<file path="src/rtl/risc_v_mike_pkg.sv">
// rtl/risc_v_mike_pkg.sv - shared types and widths for the mike core front end
package risc_v_mike_pkg;

  localparam int INSTR_32_W = 32;
  localparam int FETCH_PC_W = 32;

  typedef enum logic [1:0] {
    BOOT = 2'd0,
    RUN  = 2'd1,
    HALT = 2'd2
  } t_fetch_state;

  typedef struct packed {
    logic [INSTR_32_W-1:0] instr;
    logic [FETCH_PC_W-1:0] pc;
  } t_fetch_entry;

endpackage

</file>
<file path="src/rtl/risc_v_mike_fetch_if.sv">
// rtl/risc_v_mike_fetch_if.sv - instruction memory req/gnt/rvalid bus
interface risc_v_mike_fetch_if;
  import risc_v_mike_pkg::*;

  logic                  imem_req;
  logic [FETCH_PC_W-1:0] imem_addr;
  logic                  imem_gnt;
  logic                  imem_rvalid;
  logic [INSTR_32_W-1:0] imem_rdata;

  modport master (
    output imem_req, imem_addr,
    input  imem_gnt, imem_rvalid, imem_rdata
  );

  modport slave (
    input  imem_req, imem_addr,
    output imem_gnt, imem_rvalid, imem_rdata
  );

endinterface

</file>
<file path="src/rtl/risc_v_mike_fetch_fifo.sv">
// rtl/risc_v_mike_fetch_fifo.sv - small sync FIFO of fetch entries with flush
module risc_v_mike_fetch_fifo
  import risc_v_mike_pkg::*;
#(
  parameter  int DEPTH = 2,
  localparam int CW    = $clog2(DEPTH) + 1
) (
  input  logic         clk,
  input  logic         rst_n,
  input  logic         flush,
  input  logic         push,
  input  t_fetch_entry wdata,
  input  logic         pop,
  output t_fetch_entry rdata,
  output logic [CW-1:0] count,
  output logic         empty,
  output logic         full
);

  localparam int AW = $clog2(DEPTH);

  t_fetch_entry   mem [DEPTH];
  logic [AW-1:0]  wr_ptr;
  logic [AW-1:0]  rd_ptr;
  logic           do_push;
  logic           do_pop;

  assign empty   = (count == '0);
  assign full    = (count == CW'(DEPTH));
  assign do_push = push && (!full || pop);
  assign do_pop  = pop && !empty;
  assign rdata   = mem[rd_ptr];

  always_ff @(posedge clk or negedge rst_n) begin
    if (!rst_n) begin
      wr_ptr <= '0;
      rd_ptr <= '0;
      count  <= '0;
    end else if (flush) begin
      wr_ptr <= '0;
      rd_ptr <= '0;
      count  <= '0;
    end else begin
      if (do_push) wr_ptr <= wr_ptr + 1'b1;
      if (do_pop)  rd_ptr <= rd_ptr + 1'b1;
      count <= count + CW'(do_push) - CW'(do_pop);
    end
  end

  always_ff @(posedge clk) begin
    if (do_push && !flush) mem[wr_ptr] <= wdata;
  end

endmodule

</file>
<file path="src/rtl/risc_v_mike_fetch.sv">
// rtl/risc_v_mike_fetch.sv - fetch stage: PC owner, imem requester, instruction buffer
module risc_v_mike_fetch
  import risc_v_mike_pkg::*;
#(
  parameter logic [FETCH_PC_W-1:0] RESET_PC   = 32'h0000_0000,
  parameter int                    FIFO_DEPTH = 2
) (
  input  logic                  clk,
  input  logic                  rst_n,
  risc_v_mike_fetch_if.master   imem,
  output logic                  instr_valid,
  input  logic                  instr_ready,
  output logic [INSTR_32_W-1:0] instruction,
  output logic [FETCH_PC_W-1:0] instr_pc,
  output logic [FETCH_PC_W-1:0] instr_pc_plus4,
  input  logic                  pc_src,
  input  logic [FETCH_PC_W-1:0] pc_target,
  output logic                  fetch_misaligned
);

  localparam int CW = $clog2(FIFO_DEPTH) + 1;
  localparam int OW = 8;

  t_fetch_state          state, state_nxt;
  logic [FETCH_PC_W-1:0] fetch_pc;
  logic [OW-1:0]         outstanding, drop_cnt, out_nxt, live;
  logic                  redirect, gnt_fire, rsp_ok, rsp_keep, consume, can_issue;

  t_fetch_entry  ibuf_head, pcq_head;
  logic [CW-1:0] ibuf_count, pcq_count;
  logic          ibuf_empty, ibuf_full, pcq_empty, pcq_full;
  logic          unused_ok;

  assign redirect  = pc_src && (state == RUN);
  assign gnt_fire  = imem.imem_req && imem.imem_gnt;
  assign rsp_ok    = imem.imem_rvalid && (outstanding != '0);
  assign rsp_keep  = rsp_ok && (drop_cnt == '0) && !redirect && (state == RUN);
  assign consume   = instr_valid && instr_ready && !redirect;
  assign out_nxt   = outstanding + OW'(gnt_fire) - OW'(rsp_ok);
  // live = in-flight responses that will actually land in the buffer
  assign live      = outstanding - drop_cnt;
  assign can_issue = (OW'(ibuf_count) + live) < OW'(FIFO_DEPTH);

  always_ff @(posedge clk or negedge rst_n) begin
    if (!rst_n) state <= BOOT;
    else        state <= state_nxt;
  end

  always_comb begin
    state_nxt = state;
    unique case (state)
      BOOT:    state_nxt = RUN;
      RUN:     if (redirect && (pc_target[1:0] != 2'b00)) state_nxt = HALT;
      HALT:    state_nxt = HALT;
      default: state_nxt = BOOT;
    endcase
  end

  always_comb begin
    imem.imem_req = (state == RUN) && !pc_src && can_issue;
  end

  assign imem.imem_addr = fetch_pc;

  always_ff @(posedge clk or negedge rst_n) begin
    if (!rst_n) begin
      fetch_pc         <= RESET_PC;
      outstanding      <= '0;
      drop_cnt         <= '0;
      fetch_misaligned <= 1'b0;
    end else begin
      outstanding <= out_nxt;
      if (redirect) begin
        drop_cnt <= out_nxt;
        fetch_pc <= {pc_target[FETCH_PC_W-1:2], 2'b00};
        if (pc_target[1:0] != 2'b00) fetch_misaligned <= 1'b1;
      end else begin
        if (rsp_ok && (drop_cnt != '0)) drop_cnt <= drop_cnt - 1'b1;
        if (gnt_fire) fetch_pc <= fetch_pc + 32'd4;
      end
    end
  end

  // PC of every live request, in grant order, so responses can be tagged
  risc_v_mike_fetch_fifo #(.DEPTH(FIFO_DEPTH)) u_pc_queue (
    .clk   (clk),
    .rst_n (rst_n),
    .flush (redirect),
    .push  (gnt_fire),
    .wdata ('{instr: '0, pc: fetch_pc}),
    .pop   (rsp_keep),
    .rdata (pcq_head),
    .count (pcq_count),
    .empty (pcq_empty),
    .full  (pcq_full)
  );

  risc_v_mike_fetch_fifo #(.DEPTH(FIFO_DEPTH)) u_instr_buf (
    .clk   (clk),
    .rst_n (rst_n),
    .flush (redirect),
    .push  (rsp_keep),
    .wdata ('{instr: imem.imem_rdata, pc: pcq_head.pc}),
    .pop   (consume),
    .rdata (ibuf_head),
    .count (ibuf_count),
    .empty (ibuf_empty),
    .full  (ibuf_full)
  );

  assign unused_ok      = ^{pcq_head.instr, pcq_count, pcq_empty, pcq_full, ibuf_full};
  assign instr_valid    = !ibuf_empty;
  assign instruction    = ibuf_head.instr;
  assign instr_pc       = ibuf_head.pc;
  assign instr_pc_plus4 = ibuf_head.pc + 32'd4;

  a_rvalid_needs_outstanding: assert property (
    @(posedge clk) disable iff (!rst_n) imem.imem_rvalid |-> (outstanding != '0)
  );

endmodule

</file>
<file path="src/flat_wrapper.sv">
// flat-port wrapper written by rule: the top's interface ports become plain ports
module risc_v_mike_fetch_flat import risc_v_mike_pkg::*;
#(
  parameter logic [FETCH_PC_W-1:0] RESET_PC   = 32'h0000_0000,
  parameter int                    FIFO_DEPTH = 2
)
  (clk, rst_n, instr_valid, instr_ready, instruction, instr_pc, instr_pc_plus4, pc_src, pc_target, fetch_misaligned, imem_imem_req, imem_imem_addr, imem_imem_gnt, imem_imem_rvalid, imem_imem_rdata);
  risc_v_mike_fetch_if imem_i ();
  input  logic clk;
  input  logic rst_n;
  output logic instr_valid;
  input  logic instr_ready;
  output logic [INSTR_32_W-1:0] instruction;
  output logic [FETCH_PC_W-1:0] instr_pc;
  output logic [FETCH_PC_W-1:0] instr_pc_plus4;
  input  logic pc_src;
  input  logic [FETCH_PC_W-1:0] pc_target;
  output logic fetch_misaligned;
  output wire logic [$bits(imem_i.imem_req)-1:0] imem_imem_req;
  output wire logic [$bits(imem_i.imem_addr)-1:0] imem_imem_addr;
  input wire logic [$bits(imem_i.imem_gnt)-1:0] imem_imem_gnt;
  input wire logic [$bits(imem_i.imem_rvalid)-1:0] imem_imem_rvalid;
  input wire logic [$bits(imem_i.imem_rdata)-1:0] imem_imem_rdata;
  assign imem_imem_req = imem_i.imem_req;
  assign imem_imem_addr = imem_i.imem_addr;
  assign imem_i.imem_gnt = imem_imem_gnt;
  assign imem_i.imem_rvalid = imem_imem_rvalid;
  assign imem_i.imem_rdata = imem_imem_rdata;
  risc_v_mike_fetch #(.RESET_PC(RESET_PC), .FIFO_DEPTH(FIFO_DEPTH)) u_core (.clk(clk), .rst_n(rst_n), .imem(imem_i), .instr_valid(instr_valid), .instr_ready(instr_ready), .instruction(instruction), .instr_pc(instr_pc), .instr_pc_plus4(instr_pc_plus4), .pc_src(pc_src), .pc_target(pc_target), .fetch_misaligned(fetch_misaligned));
endmodule
</file>
<file path="config.mk">
export PLATFORM = sky130hd
export DESIGN_NAME = risc_v_mike_fetch_flat
export DESIGN_NICKNAME = d
export VERILOG_FILES = /design/src/rtl/risc_v_mike_pkg.sv /design/src/rtl/risc_v_mike_fetch_if.sv /design/src/rtl/risc_v_mike_fetch_fifo.sv /design/src/rtl/risc_v_mike_fetch.sv /design/src/flat_wrapper.sv
export SDC_FILE = /design/constraint.sdc
export NUM_CORES = 1
export LEC_CHECK = 0
export CAP_MARGIN = 15
export CELL_PAD_IN_SITES_DETAIL_PLACEMENT = 1
export CELL_PAD_IN_SITES_GLOBAL_PLACEMENT = 1
export CORE_AREA = 2 2 190 136
export CTS_CLUSTER_SIZE = 25
export DETAILED_ROUTE_END_ITERATION = 6
export DIE_AREA = 0 0 192 138
export PLACE_DENSITY_LB_ADDON = 0.05
export REMOVE_ABC_BUFFERS = 1
export SLEW_MARGIN = 20
export SYNTH_ARGS = -nofsm -noshare
export SYNTH_HDL_FRONTEND = slang
export SYNTH_SLANG_ARGS = --single-unit
</file>
<file path="constraint.sdc">
create_clock -name clk -period 8.6 [get_ports clk]
set_input_delay 0.86 -clock clk [delete_from_list [all_inputs] [get_ports clk]]
set_output_delay 0.86 -clock clk [all_outputs]
set_load 0.005 [all_outputs]
</file>
# Word level (Yosys, flattened, before mapping)
# Memories as Yosys holds them, arrays and structs flattened.
# Index checks and enable logic that the tools add are counted.
# W data, S select, Z words.
# word_totals
ff_bits	59
latch_bits	0
ramBits	192
rom_bits	0
input_bits	70
output_inout_bits	131
memories	2
# mem_list
memory	depth	word_bits	read_ports	rd_clocked_by_memory_dff	write_ports	line_no	text
u_core.u_instr_buf.mem	2	64	1	0	1	risc_v_mike_fetch_fifo.sv:22	t_fetch_entry mem [DEPTH];
u_core.u_pc_queue.mem	2	32	1	0	1	risc_v_mike_fetch_fifo.sv:22	
# classes
n_addsub	15
mul	0
div_mod_pow	0
n_lt_le_gt_ge	1
eq_ne	5
shifts	0
muxes	20
n_bitwise	0
reduce_logical	40
# op_table
op	n
$add A32 B3 Y32 const B	2
$mux W32	2
$logic_and A1 B1 Y1	18
$mux W8	2
$reduce_bool A8 Y1	2
$reduce_bool A2 Y1	7
$mux W1	12
$add A2 B8 Y8	1
$add A8 B1 Y8	1
$logic_not A8 Y1	1
$lt A8 B2 Y1 const B	1
$sub A8 B1 Y8	1
$sub A8 B1 Y8 const B	1
$sub A8 B8 Y8	1
$eq A2 B2 Y1 const B	3
$logic_not A1 Y1	6
$logic_not A2 Y1	3
$mux W2	3
$pmux W2 S3	1
$add A1 B1 Y1 const B	4
$add A2 B1 Y2	2
$sub A2 B1 Y2	2
$eq A2 B1 Y1 const B	1
$logic_or A1 B1 Y1	2
other kinds (2)	2

# Logic depth before layout (Yosys ltp)
# Gate-level depths: netlist of run 1.
# depth
depth_word	10
depth_mapped	21
depth_no_buf	20

# Cells and area by module
# Synthesis of run 1 repeated with hierarchy kept, for this count alone.
# hier_totals
hier_cells	913
area_unflattened_um2	14226.1
# by_module_without_submodules
module	instances	cells_each	area_each_um2	seq_area_each_um2
risc_v_mike_fetch_fifo	2	222	5071.1	3943.8
risc_v_mike_fetch	1	469	4083.9	1226.2

# Least setup slack after synthesis of run 1
# Ideal clock, no wire load.
# synth_timing
path_kind	register to register
from	register u_core.drop_cnt[5]
to	memory u_core.u_instr_buf.mem[0][10] in the netlist's numbering, enable pin
arrival_time_ns	4.396
t_required_ns	8.118
path_slack_ns	3.721
stages_incl_launch_ff	7
n_path_buf	0
synth_period_minus_slack_ns	4.879
path_cell_list	dfrtp_1 or4_1 or4b_4 inv_1 and3_1 o31ai_1 nor2_1
# synth_via
elab_chain_cells	8
# synth_rtl
item	line_no	text
start, declared	risc_v_mike_fetch.sv:26	logic [OW-1:0] outstanding, drop_cnt, out_nxt, live;
start signal, assigned	risc_v_mike_fetch.sv:74	drop_cnt <= out_nxt;
start signal, assigned	risc_v_mike_fetch.sv:78	if (rsp_ok && (drop_cnt != '0)) drop_cnt <= drop_cnt - 1'b1;
$logic_not A8 Y1	risc_v_mike_fetch.sv:37	assign rsp_keep = rsp_ok && (drop_cnt == '0) && !redirect && (state == RUN);
$logic_and A1 B1 Y1 (3 in a row)	risc_v_mike_fetch.sv:37	
$logic_and A1 B1 Y1	risc_v_mike_fetch_fifo.sv:30	assign do_push = push && (!full || pop);
$logic_and A1 B1 Y1	risc_v_mike_fetch_fifo.sv:51	if (do_push && !flush) mem[wr_ptr] <= wdata;
$mux W1	risc_v_mike_fetch_fifo.sv:51	
$mux W1 (not written as such)	risc_v_mike_fetch_fifo.sv:51	
end, declared	risc_v_mike_fetch_fifo.sv:22	
# No other way between the ends.

# Final worst setup path of run 1
# layout_timing
from	register u_core.outstanding[1]
to	register u_core.drop_cnt[6]
# layout_via
elab_chain_cells	8
# layout_rtl
item	line_no	text
start, declared	risc_v_mike_fetch.sv:26	
start signal, assigned	risc_v_mike_fetch.sv:72	outstanding <= out_nxt;
$sub A8 B8 Y8	risc_v_mike_fetch.sv:41	assign live = outstanding - drop_cnt;
$add A2 B8 Y8	risc_v_mike_fetch.sv:42	assign can_issue = (OW'(ibuf_count) + live) < OW'(FIFO_DEPTH);
$lt A8 B2 Y1	risc_v_mike_fetch.sv:42	
$logic_and A1 B1 Y1	risc_v_mike_fetch.sv:60	imem.imem_req = (state == RUN) && !pc_src && can_issue;
$logic_and A1 B1 Y1	risc_v_mike_fetch.sv:35	assign gnt_fire = imem.imem_req && imem.imem_gnt;
$add A8 B1 Y8	risc_v_mike_fetch.sv:39	assign out_nxt = outstanding + OW'(gnt_fire) - OW'(rsp_ok);
$sub A8 B1 Y8 *	risc_v_mike_fetch.sv:39	
named net u_core.out_nxt[6]	risc_v_mike_fetch.sv:26	
$mux W8 *	risc_v_mike_fetch.sv:73	if (redirect) begin
# Mark *: on every way through the listed nets, which the timed path passes. The rest lies on a longest branch.
# A chain may end at the register's enable or synchronous reset.

==> summary.txt, run 1 <==
Worst hold path
  – HP Class: reg2reg

Synth
  – Post-synthesis area per instance: 13.10 sq um
  – Post-synth EDFFs: 184
  – Sequential element share of the synthesized area: 61.97%
  – Netlist cell types: 61
  – Flop and latch count out of synthesis: 241
  – Post-synth top flop: edfxtp_1
  – Syn Inst Count: 856
  – Synth Warn #: 0
  – Fraction of registers with async set/reset: 23.65%
  – Mapped Area: 11,220 sq um

Clocking
  – CTS resizes: 0
  – Post-CTS Setup Repair Bufs: 0
  – Clock Sinks: 241
  – CTS tree: yes
  – Worst skew pair latency: 520 ps
  – CTS Buf Count: 25
  – Clock transition at path regs: 70 ps
  – CTS max path bufs: 3
  – Hold_buf cts: 0
  – Root buffer cell: clkbuf_16
  – CTS H-Tree Depth: 1

STA
  – Final Max Slew Viols: 0
  – Setup violations, final: 0
  – Normalized max-slew margin: 34.10%
  – Clock period minus worst slack: 5151 ps
  – Clk_skew: 17.71 ps
  – Worst-margin pin slew: 986.1 ps
  – Worst setup margin: 3449 ps
  – Final TNS setup: 0 ps
  – Max frequency: 194.2 MHz
  – Final period util: 59.89%
  – RSZ-0062 raised after global routing: no
  – Fin. Hold Viols: 0

Route
  – Iteration-0 DRC Markers: 314
  – Wire length per cell: 20.06 um
  – Post-Route WL: 28.20 mm
  – Post-route ant nets: 0
  – Pre-Repair DR Iteration Count: 4
  – DRC: 0
  – Total number of vias: 7,459
  – DR vias/cell: 5.305

Finish
  – Commonest non-fill, non-tap cell in the layout: clkdlybuf4s50_1
  – Fin nets: 1,163
  – Commonest cells after routing, fill and taps aside: 193 x clkdlybuf4s50_1, 184 x edfxtp_1, 80 x mux2_2, 60 x nand2_1, 56 x dfrtp_1
  – Antenna cells: 0
  – Share of cells above drive strength 1: 14.05%
  – Fillers: 2,518
  – Area growth, synth to finish: 27.94%
  – Final core occ: 57.37%

Floorplanning
  – Die Width: 192 um
  – Total die area: 26,500 sq um
  – Initial Util: 44.84%
  – Die Ht: 138 um
  – I/O Pins: 201
  – Row cnt: 49
  – Core area: 25,010 sq um

Worst setup path
  – Worst path required time: 9010 ps
  – R2R Setup Slk: 3450 ps
  – Critical path endpoint category: flip-flop
  – CP Launch Type: flip-flop
  – Crit path max fanout: 16
  – CP Class: reg2reg
  – WP data arrival: 5560 ps

Global routing
  – Pin count of the biggest net entering global routing: 63
  – Overflow after GRT: 0
  – First-pass GRT wire length: 44.28 mm
  – Antenna violations before repair: 0
  – GRT Total Usage: 21.39%
  – Number of global-route vias before repair: 7,832

Power and ir drop
  – VDD IR max: 0.1482 mV
  – Power density over the cells: 304.6 nW/um^2
  – Leakage power: 5.243 nW

Placement
  – Placer Congestion: 0.8355
  – Post-DP HPWL: 19.19 mm
  – Setup Slack @ Placement: 3466 ps
  – Port Buffers: 194

Flow run
  – Max cap viols: 0

Run status
  – Outcome: completed
sequential cells by signal, indices dropped and copies added, names as in the netlist:
name / cells
u_core.u_pc_queue.rd_ptr: 1
u_core.u_instr_buf.count: 2
u_core.u_instr_buf.mem: 124
u_core.u_pc_queue.wr_ptr: 1
u_core.u_instr_buf.rd_ptr: 1
u_core.state: 2
u_core.fetch_misaligned: 1
u_core.outstanding: 8
u_core.drop_cnt: 8
u_core.u_instr_buf.wr_ptr: 1
u_core.u_pc_queue.count: 2
u_core.imem.imem_addr: 30
u_core.u_pc_queue.mem: 60
synthesized netlist by cell type, types with 8 or more instances:
| cell | instances | area [sq um] |
|---|---|---|
| edfxtp_1 | 184 | 5525 |
| mux2_2 | 80 | 900.9 |
| nand2_1 | 61 | 229.0 |
| dfrtp_1 | 57 | 1426 |
| inv_1 | 54 | 202.7 |
| nor2_1 | 54 | 202.7 |
| nand3_1 | 38 | 190.2 |
| ha_1 | 33 | 412.9 |
| xnor2_1 | 33 | 289.0 |
| a21oi_1 | 22 | 110.1 |
| o21ai_0 | 19 | 95.09 |
| or4_1 | 19 | 142.6 |
| o211ai_1 | 16 | 120.1 |
| xor2_1 | 15 | 131.4 |
| mux2i_1 | 13 | 130.1 |
| buf_2 | 11 | 55.05 |
| nor3_1 | 10 | 50.05 |
| clkbuf_1 | 9 | 33.78 |
| nand2b_1 | 8 | 50.05 |
| or2_2 | 8 | 50.05 |
| or3_1 | 8 | 50.05 |
layout make-up:
class | instances | area [sq um] | area share [%]
inverters | 54 | 202.7 | 1.412
clock buffers | 28 | 656.9 | 4.577
repair buffers | 204 | 2012 | 14.02
multi-input cells | 531 | 3940 | 27.45
well taps | 331 | 414.1 | 2.886
flip-flops and latches | 241 | 6955 | 48.47
clock inverters | 17 | 170.2 | 1.186
worst max-delay path, stage by stage, from the launching register on:
cell and delay [ps]:
dfrtp_1 430, inv_1 130, fa_1 480, fa_1 470, nand2b_1 200, a21oi_1 160, mux2_2 350, o22ai_1 280
nand3_1 510, inv_1 210, ha_1 190, inv_1 60, fa_1 420, nand2b_1 170, a21oi_1 190, o21ai_0 130
a21oi_1 170, nor2_1 70, xnor2_1 140, mux2_2 270
worst paths after layout:
check / from / endpoint / cells after the start
worst max register to register: u_core.outstanding[1] / u_core.drop_cnt[6] / 19
min in group asynchronous: rst_n / u_core.outstanding[5] / 2
worst min register to register: u_core.fetch_misaligned / u_core.fetch_misaligned / 1
worst max-delay path: u_core.outstanding[1] / u_core.drop_cnt[6] / 19
worst min-delay path: u_core.fetch_misaligned / u_core.fetch_misaligned / 1
max in group asynchronous: rst_n / u_core.u_instr_buf.rd_ptr / 2
kinds of logic (layout without fill, tap and decap cells):
logic type / Yosys count / after routing / share of synthesized area [%]
AOI/OAI and AO/OA: 95 / 95 / 5.656
xor gates and xnor gates: 49 / 49 / 3.949
adders and majority gates: 36 / 36 / 4.216
buffers and inverters: 89 / 303 / 3.346
DFF: 241 / 241 / 61.97
muxes: 93 / 93 / 9.191
other: 1 / 6 / 0.03343
and+or+nand+nor: 252 / 252 / 11.63
power breakdown:
part / switching (mW) / leakage [nW] / internal [mW]
clock: 0.447 / 0.401 / 0.639
combinational: 0.831 / 2.52 / 0.863
sequential: 0.191 / 2.33 / 1.40
through the flow:
| step | power, mW | std cells | hold slack [ps] | area, sq um |
|---|---|---|---|---|
| floorplan | 2.571 | 826 | 467.8 | 11060 |
| global placement | 3.255 | 1361 | 471.2 | 13520 |
| detailed placement | 3.297 | 1361 | 465.4 | 13520 |
| CTS | 4.409 | 1406 | 488.3 | 14350 |
| global route | 4.652 | 1406 | 498.9 | 14350 |
| finish | 4.372 | 1406 | 482.3 | 14350 |
per-layer routing:
layer	track usage (%)	wire length, um
met1	29.05	12640
met2	36.12	13650
met3	3.732	1371
met4	4.701	531
met5	0	0
Note: power is estimated with default switching activity, not from simulation.
==> run 2, diff against run 1 <==
CORE_AREA = 2 2 197 141   (was 2 2 190 136)
DIE_AREA = 0 0 199 143   (was 0 0 192 138)
clock period = 5.38 ns   (was 8.6 ns; I/O delays follow)
==> run 2 against run 1 <==
Compared with the run above: setup slack worse by 2700 ps; sequential share of layout area is 0.051 points lower; final cell count is 2.6% higher; highest routed layer unchanged; combinational power is 59% higher; register-to-register slack worse by 2700 ps.
==> summary.txt, run 2 (synthesis results as in run 1) <==
Run status
  – Outcome: completed

Finish
  – Commonest non-fill, non-tap cell in the layout: clkdlybuf4s50_1
  – Area growth, synth to finish: 28.08%
  – Fin nets: 1,167
  – Share of cells above drive strength 1: 13.91%
  – Commonest cells after routing, fill and taps aside: 193 x clkdlybuf4s50_1, 184 x edfxtp_1, 80 x mux2_2, 60 x nand2_1, 56 x dfrtp_1
  – Final core occ: 54.29%
  – Largest register FFs: 124
  – Reg with most FFs: u_core.u_instr_buf.mem
  – Antenna cells: 0

STA
  – Final Max Slew Viols: 0
  – Worst-margin pin slew: 927.1 ps
  – RSZ-0062 raised after global routing: no
  – Fin. Hold Viols: 0
  – Final TNS setup: 0 ps
  – Final period util: 86.58%
  – Clk_skew: 10.33 ps
  – Setup violations, final: 0
  – Max frequency: 214.7 MHz
  – Normalized max-slew margin: 38.19%
  – Clock period minus worst slack: 4658 ps

Global routing
  – First-pass GRT wire length: 43.28 mm
  – GRT Total Usage: 19.66%
  – Antenna violations before repair: 0
  – Pin count of the biggest net entering global routing: 63
  – Overflow after GRT: 0
  – Number of global-route vias before repair: 7,734

Floorplanning
  – Initial Util: 42.39%
  – Total die area: 28,460 sq um
  – Die Ht: 143 um
  – Core area: 26,460 sq um
  – Row cnt: 50
  – I/O Pins: 201
  – Die Width: 199 um

Clocking
  – CTS Buf Count: 25
  – Post-CTS Setup Repair Bufs: 0
  – Root buffer cell: clkbuf_16
  – CTS tree: yes
  – CTS H-Tree Depth: 1
  – Worst skew pair latency: 510 ps
  – Hold_buf cts: 0
  – CTS resizes: 0
  – CTS max path bufs: 3
  – Clock transition at path regs: 60 ps
  – Clock Sinks: 241

Route
  – Iteration-0 DRC Markers: 361
  – DRC: 0
  – Total number of vias: 7,403
  – Post-Route WL: 27.48 mm
  – Wire length per cell: 19.05 um
  – DR vias/cell: 5.134
  – Post-route ant nets: 0
  – Pre-Repair DR Iteration Count: 7

Placement
  – Port Buffers: 194
  – Post-DP HPWL: 18.98 mm
  – Placer Congestion: 0.8412

Power and ir drop
  – Power density over the cells: 477.9 nW/um^2
  – VDD IR max: 0.2371 mV
  – Leakage power: 5.240 nW

Worst setup path
  – Worst path required time: 5780 ps
  – Critical path endpoint category: flip-flop
  – CP Class: reg2reg
  – Crit path max fanout: 4
  – CP Launch Type: flip-flop
  – WP data arrival: 5060 ps

Worst hold path
  – HP Class: in2async

Flow run
  – Max cap viols: 0
==> run 2: changes by cell type in the layout (fill, tap and decap cells not counted) <==
| cell | change |
|---|---|
| clkinvlp_4 | -2 |
| clkinv_1 | -1 |
| bufinv_16 | -1 |
| clkbuf_8 | -1 |
| clkinv_4 | -2 |
| clkinv_2 | +1 |
| buf_4 | +4 |
| clkbuf_1 | +5 |
==> run 2: layout make-up <==
cell class | count | area (sq um)
clock buffers | 32 | 661.9
repair buffers | 208 | 2042
well taps | 364 | 455.4
fillers | 2715 | 12100
multi-input cells | 531 | 3940
flip-flops and latches | 241 | 6955
clock inverters | 12 | 108.9
inverters | 54 | 202.7
==> run 2: routing by layer <==
| layer | up-vias | track usage, % | routed length [um] |
|---|---|---|---|
| met1 | 3696 | 28.41 | 13130 |
| met2 | 142 | 31.95 | 12730 |
| met4 | 0 | 3.535 | 356 |
| li1 | 3540 | - | - |
| met3 | 25 | 2.858 | 1258 |
| met5 | - | 0 | 0 |
==> run 2: worst paths after layout <==
check,end,from,slack [ps],cells past startpoint
setup reg to reg,u_core.drop_cnt[6],u_core.outstanding[1],720,19
hold reg to reg,u_core.fetch_misaligned,u_core.fetch_misaligned,480,1
setup / recovery,u_core.drop_cnt[6],u_core.outstanding[1],720,19
hold / removal,u_core.u_instr_buf.count[0],rst_n,180,2
min in group clk,u_core.fetch_misaligned,u_core.fetch_misaligned,480,1
max in group asynchronous,u_core.u_instr_buf.rd_ptr,rst_n,4540,2
==> run 2: metrics by stage <==
stage	hold WS [ps]	std cells	worst slack, ps	power [mW]	cell area [sq um]
floorplan	242.4	826	501.5	4.109	11060
global placement	463.1	1398	913.5	5.221	13600
detailed placement	460.9	1398	761.3	5.275	13600
CTS	219.8	1442	756.9	6.951	14370
global route	260.0	1442	407.6	7.324	14370
finish	177.2	1442	721.9	6.866	14370
==> run 2: worst max-delay path: stages, from the launching register on <==
cell and delay, ps:
dfrtp_1 430, inv_1 100, fa_1 500, fa_1 480, nand2b_1 210, a21oi_1 160, mux2_2 350, o22ai_1 300
nand3_1 230, inv_1 120, ha_1 160, inv_1 50, fa_1 390, nand2b_1 160, a21oi_1 180, o21ai_0 100
a21oi_1 150, nor2_1 60, xnor2_1 130, mux2_2 260
==> run 2: power breakdown <==
part | switching [mW] | internal, mW | leakage, nW
Sequential | 0.299 | 2.24 | 2.33
Combinational | 1.30 | 1.38 | 2.54
Clock | 0.681 | 0.960 | 0.379
